[config.mk]
export PLATFORM = sky130hd
export DESIGN_NAME = hazard_ctrl
export DESIGN_NICKNAME = d
export VERILOG_FILES = /design/src/rtl/hazard_ctrl_pkg.sv /design/src/rtl/reg_scoreboard.sv /design/src/rtl/hazard_ctrl.sv
export SDC_FILE = /design/constraint.sdc
export NUM_CORES = 1
export LEC_CHECK = 0
export CORE_MARGIN = 5
export CORE_UTILIZATION = 53
export DETAILED_ROUTE_END_ITERATION = 8
export GPL_TIMING_DRIVEN = 0
export HOLD_SLACK_MARGIN = 0.02
export PLACE_DENSITY = 0.86
export SLEW_MARGIN = 20
export SYNTH_ARGS = -nofsm -noshare
export SYNTH_HDL_FRONTEND = slang
export SYNTH_HIERARCHICAL = 1
export SYNTH_SLANG_ARGS = --single-unit
[constraint.sdc]
create_clock -name clk -period 16.1 [get_ports clk]
set_input_delay 4.83 -clock clk [delete_from_list [all_inputs] [get_ports clk]]
set_output_delay 4.83 -clock clk [all_outputs]
set_load 0.03 [all_outputs]
[src/rtl/hazard_ctrl_pkg.sv]
// hazard_ctrl_pkg: shared constants, unit FSM states and register-index helper
package hazard_ctrl_pkg;
   localparam int REG_W = 5;
   localparam logic [5:0] OP_SPECIAL = 6'h00, OP_LB = 6'h20, OP_LBU = 6'h24;
   localparam logic [5:0] FN_MULT = 6'h18, FN_MULTU = 6'h19, FN_DIV = 6'h1a, FN_DIVU = 6'h1b;
   typedef enum logic [1:0] {IDLE, BUSY, WB} state_t;
   // Scoreboard index: FP file in the top half, so index 0 is integer r0
   function automatic logic [REG_W:0] reg_idx(input logic fp, input logic [REG_W-1:0] r);
      return {fp, r};
   endfunction
endpackage

[src/rtl/reg_scoreboard.sv]
// reg_scoreboard: 64-entry pending-write vector; integer r0 never set or matched
module reg_scoreboard
   import hazard_ctrl_pkg::*;
(
   input  logic           clk,
   input  logic           reset,
   input  logic           set_en,
   input  logic [REG_W:0] set_idx,
   input  logic           clr_en,
   input  logic [REG_W:0] clr_idx,
   input  logic [REG_W:0] a_idx,
   input  logic [REG_W:0] b_idx,
   output logic           a_hit,
   output logic           b_hit,
   output logic [63:0]    pending
);
   always_ff @(posedge clk) begin
      if (reset) pending <= '0;
      else begin
         if (clr_en) pending[clr_idx] <= 1'b0;
         if (set_en && set_idx != '0) pending[set_idx] <= 1'b1;
      end
   end
   assign a_hit = a_idx != '0 && pending[a_idx];
   assign b_hit = b_idx != '0 && pending[b_idx];
endmodule

[src/rtl/hazard_ctrl.sv]
// hazard_ctrl: load-use/RAW/WAW/structural stalls, branch flush and unit writeback freeze
module hazard_ctrl
   import hazard_ctrl_pkg::*;
#(
   parameter int MUL_LAT = 6,
   parameter int CNT_W   = 32
) (
   input  logic             clk,
   input  logic             reset,
   input  logic             id_valid,
   input  logic [REG_W-1:0] id_rs1,
   input  logic             id_rs1_fp,
   input  logic             id_rs1_used,
   input  logic [REG_W-1:0] id_rs2,
   input  logic             id_rs2_fp,
   input  logic             id_rs2_used,
   input  logic [REG_W-1:0] id_rd,
   input  logic             id_rd_fp,
   input  logic             id_wr_en,
   input  logic             id_is_load,
   input  logic             id_is_mul,
   input  logic             ex_taken,
   output logic             stall,
   output logic             flush,
   output logic             freeze,
   output logic             mul_start,
   output logic             mul_wb,
   output logic [REG_W-1:0] mul_rd,
   output logic             mul_rd_fp,
   output logic             mul_busy,
   output logic [CNT_W-1:0] stall_cnt
);
   state_t         state;
   logic [3:0]     cnt;
   logic           ex_ld_v;
   logic [REG_W:0] ex_ld_idx;
   logic           rs1_hit, rs2_hit;
   logic [63:0]    pending;
   logic [REG_W:0] rs1_idx, rs2_idx, rd_idx;
   logic           load_use, raw, waw, strct;
   assign rs1_idx = reg_idx(id_rs1_fp, id_rs1);
   assign rs2_idx = reg_idx(id_rs2_fp, id_rs2);
   assign rd_idx  = reg_idx(id_rd_fp, id_rd);
   reg_scoreboard u_sb (
      .clk     (clk),
      .reset   (reset),
      .set_en  (mul_start && id_wr_en),
      .set_idx (rd_idx),
      .clr_en  (mul_wb),
      .clr_idx (reg_idx(mul_rd_fp, mul_rd)),
      .a_idx   (rs1_idx),
      .b_idx   (rs2_idx),
      .a_hit   (rs1_hit),
      .b_hit   (rs2_hit),
      .pending (pending)
   );
   assign load_use  = id_valid && ex_ld_v && ((id_rs1_used && rs1_idx == ex_ld_idx) || (id_rs2_used && rs2_idx == ex_ld_idx));
   assign raw       = id_valid && ((id_rs1_used && rs1_hit) || (id_rs2_used && rs2_hit));
   assign waw       = id_valid && id_wr_en && pending[rd_idx];
   assign strct     = id_valid && id_is_mul && state != IDLE;
   assign mul_wb    = state == WB;
   assign mul_busy  = state != IDLE;
   assign freeze    = mul_wb;
   assign flush     = ex_taken && !freeze;
   assign stall     = (load_use || raw || waw || strct) && !freeze && !flush;
   assign mul_start = state == IDLE && id_valid && id_is_mul && !stall && !flush;
   always_ff @(posedge clk) begin
      if (reset) begin
         state     <= IDLE;
         cnt       <= '0;
         mul_rd    <= '0;
         mul_rd_fp <= 1'b0;
         ex_ld_v   <= 1'b0;
         ex_ld_idx <= '0;
         stall_cnt <= '0;
      end else begin
         stall_cnt <= stall_cnt + CNT_W'(stall || freeze);
         // A load into integer r0 never creates a load-use hazard
         if (stall || flush) begin
            ex_ld_v   <= 1'b0;
            ex_ld_idx <= '0;
         end else if (!freeze) begin
            ex_ld_v   <= id_valid && id_is_load && id_wr_en && rd_idx != '0;
            ex_ld_idx <= rd_idx;
         end
         if (mul_start) begin
            state     <= BUSY;
            cnt       <= 4'(MUL_LAT - 2);
            mul_rd    <= id_rd;
            mul_rd_fp <= id_rd_fp;
         end else if (state == BUSY) begin
            cnt <= cnt - 4'd1;
            if (cnt == '0) state <= WB;
         end else if (state == WB) state <= IDLE;
      end
   end
endmodule

==> summary.md <==
| Metric | Value |
|---|---|
| CTS sink cnt | 115 |
| Via density | around 6.5 |
| R2R Path Start | u_sb/pending[6] |
| First-iteration detailed-routing DRC count | about 1,000 |
| Kind of critical path | input pin to output port |
| Overall Power | 0.7281 mW |
| Post-synthesis net count | 780 |
| RSZ-0062 raised after global routing | no |
| Max-Cap Viols | 0 |
| Design area | 8034 um^2 |
| Worst-margin pin slew | roughly 1.2 ns |
| Hold endpoint | ex_ld_v |
| Core area | 12,060 um^2 |
| Hold-fix buffers, CTS | 0 |
| CP max-delay cell | clkdlybuf4s50_1 |
| Synth cell types | 56 |
| Max clock buf depth | 2 |
| Post-CTS sizing | 0 |
| Final core area utilization | around two thirds |
| Crit path buf inv count | 7 |
| # DRC | 0 |
| Post-Syn Area | around 6600 um^2 |
| Top_reg_cell synth | dfxtp_1 |
| Routability cong. | around 1 |
| Synthesized netlist cell count | roughly 750 |
| Initial antenna violation count | 0 |
| Dpl cell area | 7442 um^2 |
| Critical-path maximum fanout | 10 |
| Layout cells sized above 1 | between 10% and 20% |
| R2r endpoint | stall_cnt[30] |
| Top delay family on crit path | buffers and inverters |
| CTS root buf | clkbuf_16 |
| Clk_skew | approximately 0.008 ns |
| DR WL/cell | ~21 um |
| Synthesis-to-layout area growth | 22.44% |
| Num CTS Buffers | 17 |
| CP cell instances | clkdlybuf4s50_1 > clkbuf_1 > buf_2 > mux4_2 > o2111ai_1 > o2111ai_1 > o32a_1 > a22oi_1 > nand2_1 > inv_1 > and3_1 > buf_1 > nand2_1 > inv_1 > clkdlybuf4s50_1 |
| Max VDD drop | approximately 0.000069 V |
| Die W | 121.3 um |
| Ys Warns | 6 |
| Minimum clock period after layout | 13.83 ns |
| EDFF count, synth | 0 |
| Max transition margin | approximately 18% |
| Post-route worst setup slack | between 2 and 2.5 ns |
| Hold Vio Cnt, Final | 0 |
| Placed insts | around 980 |
| Routed via count | roughly 6,600 |
| Die area | roughly 15,000 um^2 |
| Final slew viol count | 0 |
| DR pass1 iterations | 7 |
| Seq/Total Area, Yosys | a little over a third |
| Setup TNS Final | 0 ns |
| R2r worst-path depth | 19 |
| Final #Nets | just under 900 |
| R2R Setup Slk | ~11 ns |
| First-pass GRT wire length | about 33 mm |
| Worst-path clk slew | 0.06 ns |
| Run status | completed |
| Critical path's largest stage delay | about 0.70 ns |
| Post-DP HPWL | 14.82 mm |
| Htree depth | 4 |
| Vias in the first global route | about 6,300 |
| Dpl ws | ~2.4 ns |
| Crit share post-route | approximately 86% |
| Fmax | a little over 70 MHz |
| Syn_area_per_cell | between 8 and 9 um^2 |
| Setup crit end kind | output port |
| Crit start category | input pin |
| Final WL | between 20 and 25 mm |
| Commonest cells after routing, fill and taps aside | 115 x dfxtp_1, 97 x nand2_1, 83 x a21oi_1 |
| Non-Filler Instances | about 1,000 |
| # rows | 40 |
| IO Count | 71 |
| CTS tree | built |
| Worst Hold Path Cells | 1 |
| Commonest non-fill, non-tap cell in the layout | dfxtp_1 |
| Arrival time worst endpoint | around 9.0 ns |
| Number of setup violations in the final report | 0 |
| GRT Util Overall | slightly below 30% |
| Die Y | about 120 um |
| Asr flop ratio synth | 0% |
| Antenna fix cells | 0 |
| Gr ovfl total | 0 |
| Worst hold slack | between 0.4 and 0.5 ns |
| Critical path data required time | between 10 and 15 ns |
| Type of the tightest min-delay check | flop to flop |
| Starting density of the core | between 50% and 60% |
| Setup bufs post-CTS | 0 |
| Remaining antenna violation count | 0 |
| Clk Latency, worst-skew pair | 0.42 ns |
| Pwr per Cell Area | between 90 and 100 nW/um^2 |
| Hold path start | ex_ld_v |
| Yosys reg bits | about 120 |
| Largest net degree at the start of global routing | 17 |
| Port bufs | 67 |
| Leakage | around 2.7 nW |
-- synth_stat cells (3+ instances only) --
cell type | number | area [um^2]
dfxtp_1 | 115 | 2302
nand2_1 | 97 | 364.1
a21oi_1 | 83 | 415.4
o21ai_0 | 81 | 405.4
nor2_1 | 55 | 206.5
mux4_2 | 36 | 810.8
nand3_1 | 28 | 140.1
clkbuf_1 | 24 | 90.09
xor2_1 | 24 | 210.2
xnor2_1 | 15 | 131.4
inv_1 | 14 | 52.55
nor3_1 | 14 | 70.07
mux2i_1 | 13 | 130.1
and3_1 | 11 | 68.82
nor2b_1 | 11 | 68.82
or3_1 | 10 | 62.56
buf_2 | 9 | 45.04
mux2_2 | 9 | 101.4
nand2b_1 | 8 | 50.05
a22o_1 | 7 | 61.31
and2_1 | 6 | 37.54
nand4_1 | 6 | 37.54
nor4_1 | 6 | 37.54
buf_1 | 5 | 18.77
buf_6 | 5 | 56.30
mux4_1 | 5 | 131.4
nand3b_1 | 5 | 37.54
a221oi_1 | 4 | 35.03
ha_1 | 4 | 50.05
nor3b_1 | 4 | 30.03
o22ai_1 | 3 | 18.77
-- power by group --
group / leakage [nW] / total, mW / switching (mW) / internal (mW)
sequential: 0.927 / 0.290 / 0.00324 / 0.287
clock: 0.279 / 0.373 / 0.141 / 0.233
combinational: 1.54 / 0.0643 / 0.0389 / 0.0254
-- how the worst max path moves through the flow --
stage,cells after the start,to,from,slack (ns)
5_1_grt,15,mul_start,id_rs2[1],2.09
4_1_cts,15,mul_start,id_rs2[1],2.36
3_5_place_dp,15,mul_start,id_rs2[1],2.42
6_report,15,mul_start,id_rs2[1],2.27
2_1_floorplan,12,stall,id_rs1[0],3.99
3_3_place_gp,15,mul_start,id_rs2[1],2.48
-- sequential cells by signal, summed over array words and instances, names as in the netlist --
register,cells
ex_ld_v,1
mul_rd_fp,1
mul_rd,5
u_sb/pending,64
ex_ld_idx,6
state,2
cnt,4
stall_cnt,32
-- cell families after synthesis --
group / synth area share, %
and+or+nand+nor: 20.12
buffers and inverters: 4.119
adders and majority gates: 0.7628
xor gates and xnor gates: 5.206
muxes: 17.89
DFF: 35.09
AOI/OAI and AO/OA: 16.82
-- per-layer routing --
metal	track usage, %	wire length (um)	up-vias
met5	0	0	-
met2	42.62	9265	512
met3	10.26	2774	108
met1	38.02	8148	3087
li1	-	-	2913
met4	16.39	1082	0
-- final cells by class --
cell class | count | area [um^2]
Fill cell | 920 | 4028
Multi-Input combinational cell | 576 | 3989
Buffer | 44 | 217.7
Clock inverter | 14 | 152.6
Inverter | 14 | 52.55
Clock buffer | 18 | 439.2
Tap cell | 168 | 210.2
Timing Repair Buffer | 67 | 670.6
Sequential cell | 115 | 2302
No activity file was read; power rests on OpenSTA's default activity.
